File: config.mk
export PLATFORM = sky130hd
export DESIGN_NAME = board_scanner
export DESIGN_NICKNAME = d
export VERILOG_FILES = /design/src/rtl/board_scanner.sv
export SDC_FILE = /design/constraint.sdc
export NUM_CORES = 1
export LEC_CHECK = 0
export CAP_MARGIN = 40
export CORE_ASPECT_RATIO = 0.9
export CORE_MARGIN = 2
export CORE_UTILIZATION = 60
export CTS_CLUSTER_SIZE = 28
export DETAILED_ROUTE_END_ITERATION = 7
export GPL_ROUTABILITY_DRIVEN = 0
export PLACE_DENSITY = 0.76
export SLEW_MARGIN = 20
export SYNTH_ARGS = -nofsm -noshare
export SYNTH_HDL_FRONTEND = slang
export SYNTH_SLANG_ARGS = --single-unit
File: constraint.sdc
create_clock -name clk -period 5.15 [get_ports clk]
set_input_delay 1.03 -clock clk [delete_from_list [all_inputs] [get_ports clk]]
set_output_delay 1.03 -clock clk [all_outputs]
set_load 0.03 [all_outputs]
File: src/rtl/board_scanner.sv
// Sweeps the tetris playfield through the cell-query port into a back bank,
// then flips banks so the renderer always reads a complete snapshot.
module board_scanner #(
  parameter int COLS   = 10,
  parameter int ROWS   = 20,
  parameter int TYPE_W = 3,
  parameter int LAT    = 1
) (
  input  logic              clk,
  input  logic              reset_n,
  input  logic              start,
  output logic [3:0]        x,
  output logic [4:0]        y,
  input  logic [TYPE_W-1:0] cell_type,
  input  logic [3:0]        rd_x,
  input  logic [4:0]        rd_y,
  output logic [TYPE_W-1:0] rd_type,
  output logic              busy,
  output logic              done
);

  localparam int N  = COLS * ROWS;
  localparam int AW = $clog2(N);

  typedef enum logic [1:0] {
    IDLE,
    SCAN,
    DRAIN,
    SWAP
  } state_t;

  state_t state, state_nx;

  logic          front_sel;
  logic          pending;
  logic [1:0]    dcnt;
  logic          last_q;
  logic          q_v;
  logic [AW-1:0] q_a;
  logic          wr_v;
  logic [AW-1:0] wr_a;
  logic          rd_ok;
  logic [AW-1:0] ra;

  logic [TYPE_W-1:0] bank [2][N];

  assign last_q = (x == 4'(COLS - 1)) && (y == 5'(ROWS - 1));
  assign busy   = (state != IDLE);
  assign done   = (state == SWAP);

  always_comb begin
    state_nx = state;
    unique case (state)
      IDLE:    if (start) state_nx = SCAN;
      SCAN:    if (last_q) state_nx = (LAT == 0) ? SWAP : DRAIN;
      DRAIN:   if (dcnt == 2'(LAT - 1)) state_nx = SWAP;
      SWAP:    state_nx = (pending || start) ? SCAN : IDLE;
      default: state_nx = IDLE;
    endcase
  end

  always_ff @(posedge clk or negedge reset_n) begin
    if (!reset_n) begin
      state     <= IDLE;
      x         <= '0;
      y         <= '0;
      dcnt      <= '0;
      front_sel <= 1'b0;
      pending   <= 1'b0;
    end else begin
      state <= state_nx;
      if (state == SCAN) begin
        if (x == 4'(COLS - 1)) begin
          x <= '0;
          y <= last_q ? '0 : y + 5'd1;
        end else begin
          x <= x + 4'd1;
        end
      end else begin
        x <= '0;
        y <= '0;
      end
      dcnt <= (state == DRAIN) ? dcnt + 2'd1 : 2'd0;
      if (state == SWAP) front_sel <= ~front_sel;
      if (state == SWAP)
        pending <= 1'b0;
      else if (start && state != IDLE)
        pending <= 1'b1;
    end
  end

  // Query address travels alongside the core's response latency.
  assign q_v = (state == SCAN);
  assign q_a = AW'(32'(y) * COLS + 32'(x));

  generate
    if (LAT == 0) begin : g_direct
      assign wr_v = q_v;
      assign wr_a = q_a;
    end else begin : g_pipe
      logic [LAT-1:0] pv;
      logic [AW-1:0]  pa [LAT];

      always_ff @(posedge clk or negedge reset_n) begin
        if (!reset_n) begin
          pv <= '0;
        end else begin
          pv[0] <= q_v;
          for (int i = 1; i < LAT; i++) pv[i] <= pv[i-1];
        end
      end

      always_ff @(posedge clk) begin
        pa[0] <= q_a;
        for (int i = 1; i < LAT; i++) pa[i] <= pa[i-1];
      end

      assign wr_v = pv[LAT-1];
      assign wr_a = pa[LAT-1];
    end
  endgenerate

  always_ff @(posedge clk) begin
    if (wr_v) bank[~front_sel][wr_a] <= cell_type;
  end

  assign rd_ok = (32'(rd_x) < COLS) && (32'(rd_y) < ROWS);
  assign ra    = AW'(32'(rd_y) * COLS + 32'(rd_x));

  always_ff @(posedge clk or negedge reset_n) begin
    if (!reset_n)
      rd_type <= '0;
    else
      rd_type <= rd_ok ? bank[front_sel][ra] : '0;
  end

endmodule

# Word-level counts from Yosys, hierarchy flattened
# Memory sizes are Yosys's and may differ from the RTL's.
# Index checks and enable logic that the tools add are counted.
dict set report totals {
  input_bits 15
  output_inout_bits 14
  mem_bits_rw 1208
  wordCells 65
  ff_bits 19
  memories 2
}
dict set report op_classes {
  n_lt_le_gt_ge 5
  n_eq_ne 9
  reduce_logical 10
  bitwise_logic 3
  n_mul 2
  addsub 5
  mux 21
}
# memory depth width rd rd_clocked_by_memory_dff wr line
set mem_list {}
lappend mem_list {bank 2 600 1 0 1 45} ;# logic [TYPE_W-1:0] bank [2][N];
lappend mem_list {g_pipe.pa 1 8 1 0 1 102} ;# logic [AW-1:0] pa [LAT];
# op n
set op_table {}
lappend op_table {{$mux 600} 1}
lappend op_table {{$bmux 3 s8} 1}
lappend op_table {{$demux 3 s8} 1}
lappend op_table {{$ge 9x9->1 const B} 2}
lappend op_table {{$not 8->9} 2}
lappend op_table {{$add 8x4->8} 2}
lappend op_table {{$mux 5} 3}
lappend op_table {{$mul 5x3->7 const B} 2}
lappend op_table {{$mux 3} 4}
lappend op_table {{$lt 9x1->1 const B} 1}
lappend op_table {{$mux 2} 4}
lappend op_table {{$mux 4} 2}
lappend op_table {{$pmux 2 s4} 1}
lappend op_table {{$ne 2x2->1 const B} 3}
lappend op_table {{$add 5x1->5 const B} 1}
lappend op_table {{$eq 5x5->1 const B} 1}
lappend op_table {{$lt 5x5->1 const B} 1}
lappend op_table {{$add 4x1->4 const B} 1}
lappend op_table {{$eq 2x2->1 const B} 2}
lappend op_table {{$eq 4x4->1 const B} 1}
lappend op_table {{$logic_and 1x1->1} 4}
lappend op_table {{$logic_not 2->1} 2}
lappend op_table {{$lt 4x4->1 const B} 1}
lappend op_table {{$mux 1} 4}
lappend op_table {{7 further kinds} 8}

# Depth between registers and ports, before layout
# Gate-level depths: netlist of run 1.
dict set report logic_depth {
  depth_word 7
  ltp_mapped 13
  mapped_depth_nobuf 10
}

# Worst setup path after synthesis of run 1
# Ideal clock, no wire load.
dict set report synth_timing {
  kind {in2reg}
  from {in rd_y[1]}
  to {reg rd_type[2]}
  setup_time_ns 0.139
  setup_slack_ns 1.001
  n_path_buf 0
  required_time_ns 5.011
  stages 9
  t_arrival_ns 4.010
  path_cell_list {ha_1 ha_1 fa_1 xnor2_1 a2111oi_2 xnor3_1 a2111oi_0 nor4_1 or4_1}
}
dict set report synth_via {
  elab_chain_cells 7
  word_cells_on_any_way 9
  cone_classes {add/sub (1); mul (1); order compare (1); mux (4); bitwise (1); reduce/logical (1)}
}
# item line
set synth_lines {}
lappend synth_lines {{start: declaration} 16} ;# input logic [4:0] rd_y,
lappend synth_lines {{$mul 5x3->7} 128} ;# assign ra = AW'(32'(rd_y) * COLS + 32'(rd_x));
lappend synth_lines {{$add 8x4->8} 128}
lappend synth_lines {{$not 8->9 (implied by the code)} 134} ;# rd_type <= rd_ok ? bank[front_sel][ra] : '0;
lappend synth_lines {{$bmux 3 s8} 134}
lappend synth_lines {{$mux 3 (implied by the code) (2 in series)} 134}
lappend synth_lines {{$mux 3 (*)} 134}
lappend synth_lines {{end signal: assignment} 134}
lappend synth_lines {{end: declaration} 17} ;# output logic [TYPE_W-1:0] rd_type,
# Every way passes the cells marked *; elsewhere a longest branch is shown, timed or not. The select of a mux whose other input is x is not followed.
# A chain may end at the register's enable or synchronous reset.

# Final worst setup path of run 1
dict set report layout_timing {
  from {in rd_y[0]}
  to {reg rd_type[0]}
}
# Same word-level chain as after synthesis.

==> metrics, run 1 <==
critical path class=input port to flop; CTS tree=yes; Clk pin slew, worst setup/hold paths=70 ps; Fill cells=5131; met1 wire length=44900 µm; count leader, synth=edfxtp_1; area share of the largest cell type after synthesis=between 70 and 80%; I/O Pins=29; Power Density=438 nW/µm²; Post-synth ARST share=1.55%; vias in the first global route=~26000; die area=roughly 85000 µm²; Critical Path End Type=flop; status=finished clean; CP Launch Type=input port; Synth Cell Area=49700 µm²; shortest period the worst path allows=4360 ps; Fin. Hold Viols=0; CTS Hold Buffers Added=0; ant diodes=0; Initial Util=around three fifths; post-CTS setup buffers=0; slew margin rel.=27.5%; hold slack=345 ps; vias per cell=6.82; Synth area leader=edfxtp_1; Final Skew=32.4 ps; Required @ worst endpoint=5760 ps; final WL=approximately 120000 µm; WL met2=roughly 57000 µm; Die X=307 µm; dpl hpwl=roughly 75000 µm; gr usage total=28.6%; register area share after synthesis=73.8%; post-cts gate resize count=0; CP max stage cell=a21oi_1; worst path cell trace=clkdlybuf4s50_1, ha_1, ha_1, nand3_1, a21oi_1, nor2_2, buf_4, a2111oi_0, a2111o_1, nand4_1, a32oi_1; Slowest Stage Delay on Critical Path=650 ps; initial antenna violation count=0; top cells by area, synth=edfxtp_1, mux4_2, nor2_1, dfrtp_1, mux2i_1; static leakage=0.0174 µW; core area=between 80000 and 90000 µm²; CTS Buffer Depth=3; largest net degree at the start of global routing=between 150 and 200; Port-buffer cells=28; total gr overflow=0; Fin Setup TNS=0 ps; synthesized flop and latch total=1227; Hold Path Class=input port to async pin; die height=277 µm; Remaining DRCs=0; yosys warns=0; # rows=100; RSZ-0062 raised after global routing=no; Routed Antenna Nets=0; Max Cap Violations=0; Root Buffer=clkbuf_16; DRT Pass-1 Iters=6; Reg area=36700 µm²; Final setup viols=0; crit path DAT=4980 ps; Syn Area/Cell=19.1 µm²; Crit Path Max Fanout=20; top sig layer=met4; Synth cell types=64; Tcrit/Tclk final=a little over four fifths; synth cell count leaders=edfxtp_1, nor2_1, mux4_2, nand2_1, clkbuf_1; Starting DRT DRC Count=4340; Layout Nets=2736; most used cell, CP=ha_1; area of the multi-input gates=approximately 12000 µm²; Syn Inst Count=2608; Mapped Nets=about 2700; layout cells sized above 1=22.8%; H-Tree Depth=3; metal3 WL=14200 µm; Max Fclk=~230 MHz; Post-synth EDFFs=1200; number of buffers created by CTS=114; Worst-Margin Slew=1090 ps; Clock Latency Late Sink=700 ps; total number of vias=26300; WL/cell=roughly 31 µm; VDD IR-drop max=between 0.3 and 0.4 mV; prevailing post-synth register cell=edfxtp_1; clock sinks=1227; Slew Viols, Final=0; area delta synth->final=11.8%; first-pass GRT wire length=177000 µm
-- per-stage QoR --
step	setup WS (ps)	util (%)	instances	total power (µW)	cell area, µm²
after detailed placement	243	62.8	3639	16000	51700
after CTS	956	67.4	3852	24400	55500
after global routing	787	67.5	3859	25000	55600
final	786	67.5	3859	24400	55600
after floorplan	1000	-	2608	14400	49700
after global placement	243	62.5	3627	15800	51400
-- worst paths after layout --
path	start	cells past startpoint	slack, ps	endpoint
worst max register to register	front_sel	9	1310	rd_type[2]
worst max-delay path	rd_y[0]	11	790	rd_type[0]
worst min register to register	dcnt[0]	1	420	dcnt[0]
min in group clk	dcnt[0]	1	420	dcnt[0]
max in group asynchronous	reset_n	1	4320	front_sel
worst min-delay path	reset_n	1	350	rd_type[1]
-- layout by cell type, fill, tap and decap left out, drive strengths merged, types with 12 or more instances in the layout --
cell	instances
edfxtp	1200
nor2	445
mux4	331
clkbuf	144
buf	102
nand2	79
clkinv	49
nand3	45
mux2i	43
ha	26
inv	26
nand4	23
clkdlybuf4s50	23
o21ai	20
dfrtp	19
a21oi	17
bufinv	15
a22oi	13
xnor2	13
nor2b	12
-- area by class of cell --
class | instances | share of cell area (%)
multi-input cells | 1200 | 22.0
clock buffers | 144 | 5.47
flip-flops and latches | 1227 | 66.0
well taps | 1071 | 2.41
clock inverters | 69 | 1.31
inverters | 23 | 0.158
repair buffers | 125 | 2.63
-- registers in the layout, indices dropped and copies added (netlist names) --
| signal | count |
|---|---|
| pending | 1 |
| g_pipe.pa | 8 |
| x | 4 |
| front_sel | 1 |
| dcnt | 2 |
| bank | 1200 |
| y | 5 |
| rd_type | 3 |
| g_pipe.pv | 1 |
| state | 2 |
-- cells by family (layout without fill, tap and decap cells) --
group / count (synthesis) / in the layout / synth area share [%]
xor+xnor: 21 / 21 / 0.428
flops: 1227 / 1227 / 73.8
buf+inv: 181 / 361 / 1.76
simple gates: 641 / 641 / 5.33
compound gates: 124 / 124 / 1.80
fa+ha+maj: 30 / 30 / 0.816
mux: 384 / 384 / 16.1
-- where the power goes --
part           switching, µW  leakage, µW  internal (µW)
sequential               134       0.0111          11000
clock                   3620      0.00186           4920
combinational           2580      0.00439           2070
total                   6340       0.0174          18000
-- critical path: cells and delay by family --
family | cells | cell delay, ps
simple gates | 3 | 640
buf+inv | 2 | 740
compound gates | 4 | 1740
fa+ha+maj | 2 | 790
-- routing by layer --
| layer | vias up | global-route usage (%) |
|---|---|---|
| met3 | 303 | 6.78 |
| met2 | 1763 | 43.5 |
| li1 | 10700 | - |
| met4 | 0 | 10.3 |
| met1 | 13600 | 41.3 |
| met5 | - | 0 |
Note: power is estimated with default switching activity, not from simulation.
==> run 2: changes to the inputs <==
--- a/config.mk
+++ b/config.mk
@@ -8,7 +8,7 @@
 export CAP_MARGIN = 40
 export CORE_ASPECT_RATIO = 0.9
 export CORE_MARGIN = 2
-export CORE_UTILIZATION = 60
+export CORE_UTILIZATION = 57
 export CTS_CLUSTER_SIZE = 28
 export DETAILED_ROUTE_END_ITERATION = 7
 export GPL_ROUTABILITY_DRIVEN = 0
==> constraint.sdc (replaced) <==
create_clock -name clk -period 3.9 [get_ports clk]
set_input_delay 0.78 -clock clk [delete_from_list [all_inputs] [get_ports clk]]
set_output_delay 0.78 -clock clk [all_outputs]
set_load 0.03 [all_outputs]
==> metrics, run 2 (synthesis results as in run 1) <==
DRT Pass-1 Iters=7 (+1); Clock Latency Late Sink=690 ps (about the same); cell count of the worst hold path=1; Slew Viols, Final=0 (unchanged); # rows=102 (+2.0%); RSZ-0062 raised after global routing=no; hold slack=420 ps (+74.9 ps); Max Cap Violations=0 (unchanged); Root Buffer=clkbuf_16; metal3 WL=15500 µm (+9.4%); initial antenna violation count=3 (+3); final WL=126000 µm (+5.1%); die area=89600 µm² (+5.2%); layout cells sized above 1=27.7% (+4.9 points); H-Tree Depth=3 (unchanged); Worst-Margin Slew=1160 ps (+70.1 ps); Final Skew=29.9 ps (-2.53 ps); gr usage total=28.6% (+0.040 points); crit path DAT=4400 ps (-580 ps); largest registers=bank: 1200 flops, g_pipe.pa: 8 flops, y: 5 flops; Largest register FFs=1200 (unchanged); cell count after placement=3926 (+7.9%); top sig layer=met4; Hold EP=dcnt[0]; worst reg-to-reg setup slack=300 ps (-1010 ps); WL/cell=30.6 µm (-1.9%); Reg with most FFs=bank; I/O Pins=29 (unchanged); met1 wire length=45400 µm (+1.2%); commonest non-fill, non-tap cell in the layout=edfxtp_1; worst r2r dst=rd_type[2]; Placement Cell Area=53300 µm² (+3.1%); total gr overflow=0 (unchanged); Port-buffer cells=28 (unchanged); status=finished clean; Tcrit/Tclk final=98.5%; Final setup viols=0 (unchanged); Starting DRT DRC Count=4225 (-2.6%); CTS tree=yes; dpl hpwl=81300 µm (+7.7%); slew margin rel.=22.8% (-4.7 points); Required @ worst endpoint=4460 ps (-1300 ps); Die X=315 µm (+2.6%); first-pass GRT wire length=185000 µm (+4.7%); Design Area, Final=57100 µm² (+2.7%); CTS Hold Buffers Added=0 (unchanged); CP Launch Type=input port; shortest period the worst path allows=3840 ps; Critical path origin=rd_y[1]; Max Fclk=260 MHz; clock sinks=1227 (unchanged); VDD IR-drop max=0.426 mV (+36%); total number of vias=27100 (+3.1%); vias per cell=6.56 (-3.8%); Crit Path Max Fanout=4 (-80%); Critical Path End Type=flop; Layout Nets=2944 (+7.6%); slack of the critical path=58.7 ps (-728 ps); vias in the first global route=27600 (+5.2%); static leakage=0.0183 µW (+5.3%); R2R cell count=10 (+1); core area=86100 µm² (+4.6%); number of buffers created by CTS=115 (+0.88%); most frequent cells in the layout=edfxtp_1, nor2_1, mux4_2; CTS Buffer Depth=3 (unchanged); Clk pin slew, worst setup/hold paths=60 ps (about the same); area delta synth->final=14.9%; Routed Antenna Nets=0 (unchanged); worst r2r src=front_sel; Hold Path Class=flop to flop; hold path startpoint=dcnt[0]; critical path class=input port to flop; pre-CTS WS=-738 ps (-981 ps); final instance count without filler cells=4136 (+7.2%); WL met2=59900 µm (+6.0%); Remaining DRCs=0 (unchanged); Initial Util=57.7% (-2.7 points); die height=284 µm (+2.6%); Fin. Hold Viols=0 (unchanged); Power Density=570 nW/µm² (+30%); largest net degree at the start of global routing=151 (-17%)
run 2: layer usage:
metal,GRT usage (%),vias up
li1,-,11100
met3,8.42,348
met5,0,-
met4,11.1,0
met1,38.6,13900
met2,44.7,1780
run 2: worst max path at each step:
| stage | slack, ps | end | depth (start not counted) |
|---|---|---|---|
| after floorplan | 1 | rd_type[2] | 9 |
| after global placement | -890 | rd_type[0] | 13 |
| after detailed placement | -740 | rd_type[2] | 12 |
| after CTS | 10 | rd_type[2] | 12 |
| after global routing | 0.3 | rd_type[1] | 13 |
| final | 60 | rd_type[2] | 12 |
run 2: through the flow:
stage	setup TNS (ps)	total power, µW	utilization, %
after CTS	0	32500	66.2
after detailed placement	-1850	21500	61.9
after global routing	0	33300	66.3
final	0	32500	66.3
after global placement	-2160	21400	61.9
after floorplan	0	19000	-
run 2: layout make-up:
type	instances	area [µm²]
multi-input combinational	1200	12300
antenna	1	2.50
clock buffer	143	3070
inverter	23	87.6
timing repair buffer	332	2910
sequential	1227	36700
clock inverter	66	654
tap	1144	1430
fill	5365	29100
run 2: worst max-delay path, stage by stage:
cell and delay [ps]:
clkdlybuf4s50_1 450, ha_1 310, ha_1 230, fa_1 570, inv_1 110, a2111oi_4 330, buf_4 170, buf_4 100
xor3_2 430, nor3_2 290, nor4_1 110, or4_1 510
run 2: timing repair:
action	4_1_cts	5_1_grt
setup buffers	0	0
gates cloned	0	0
pin swaps	0	3
resized for setup	1	8
setup endpoints to repair	1	2
run 2: report_power, final:
part	switching [µW]	internal [µW]	total (µW)	leakage [µW]
clock	4820	6300	11100	0.00181
combinational	3630	3060	6690	0.00537
sequential	173	14600	14700	0.0111
total	8610	23900	32500	0.0183
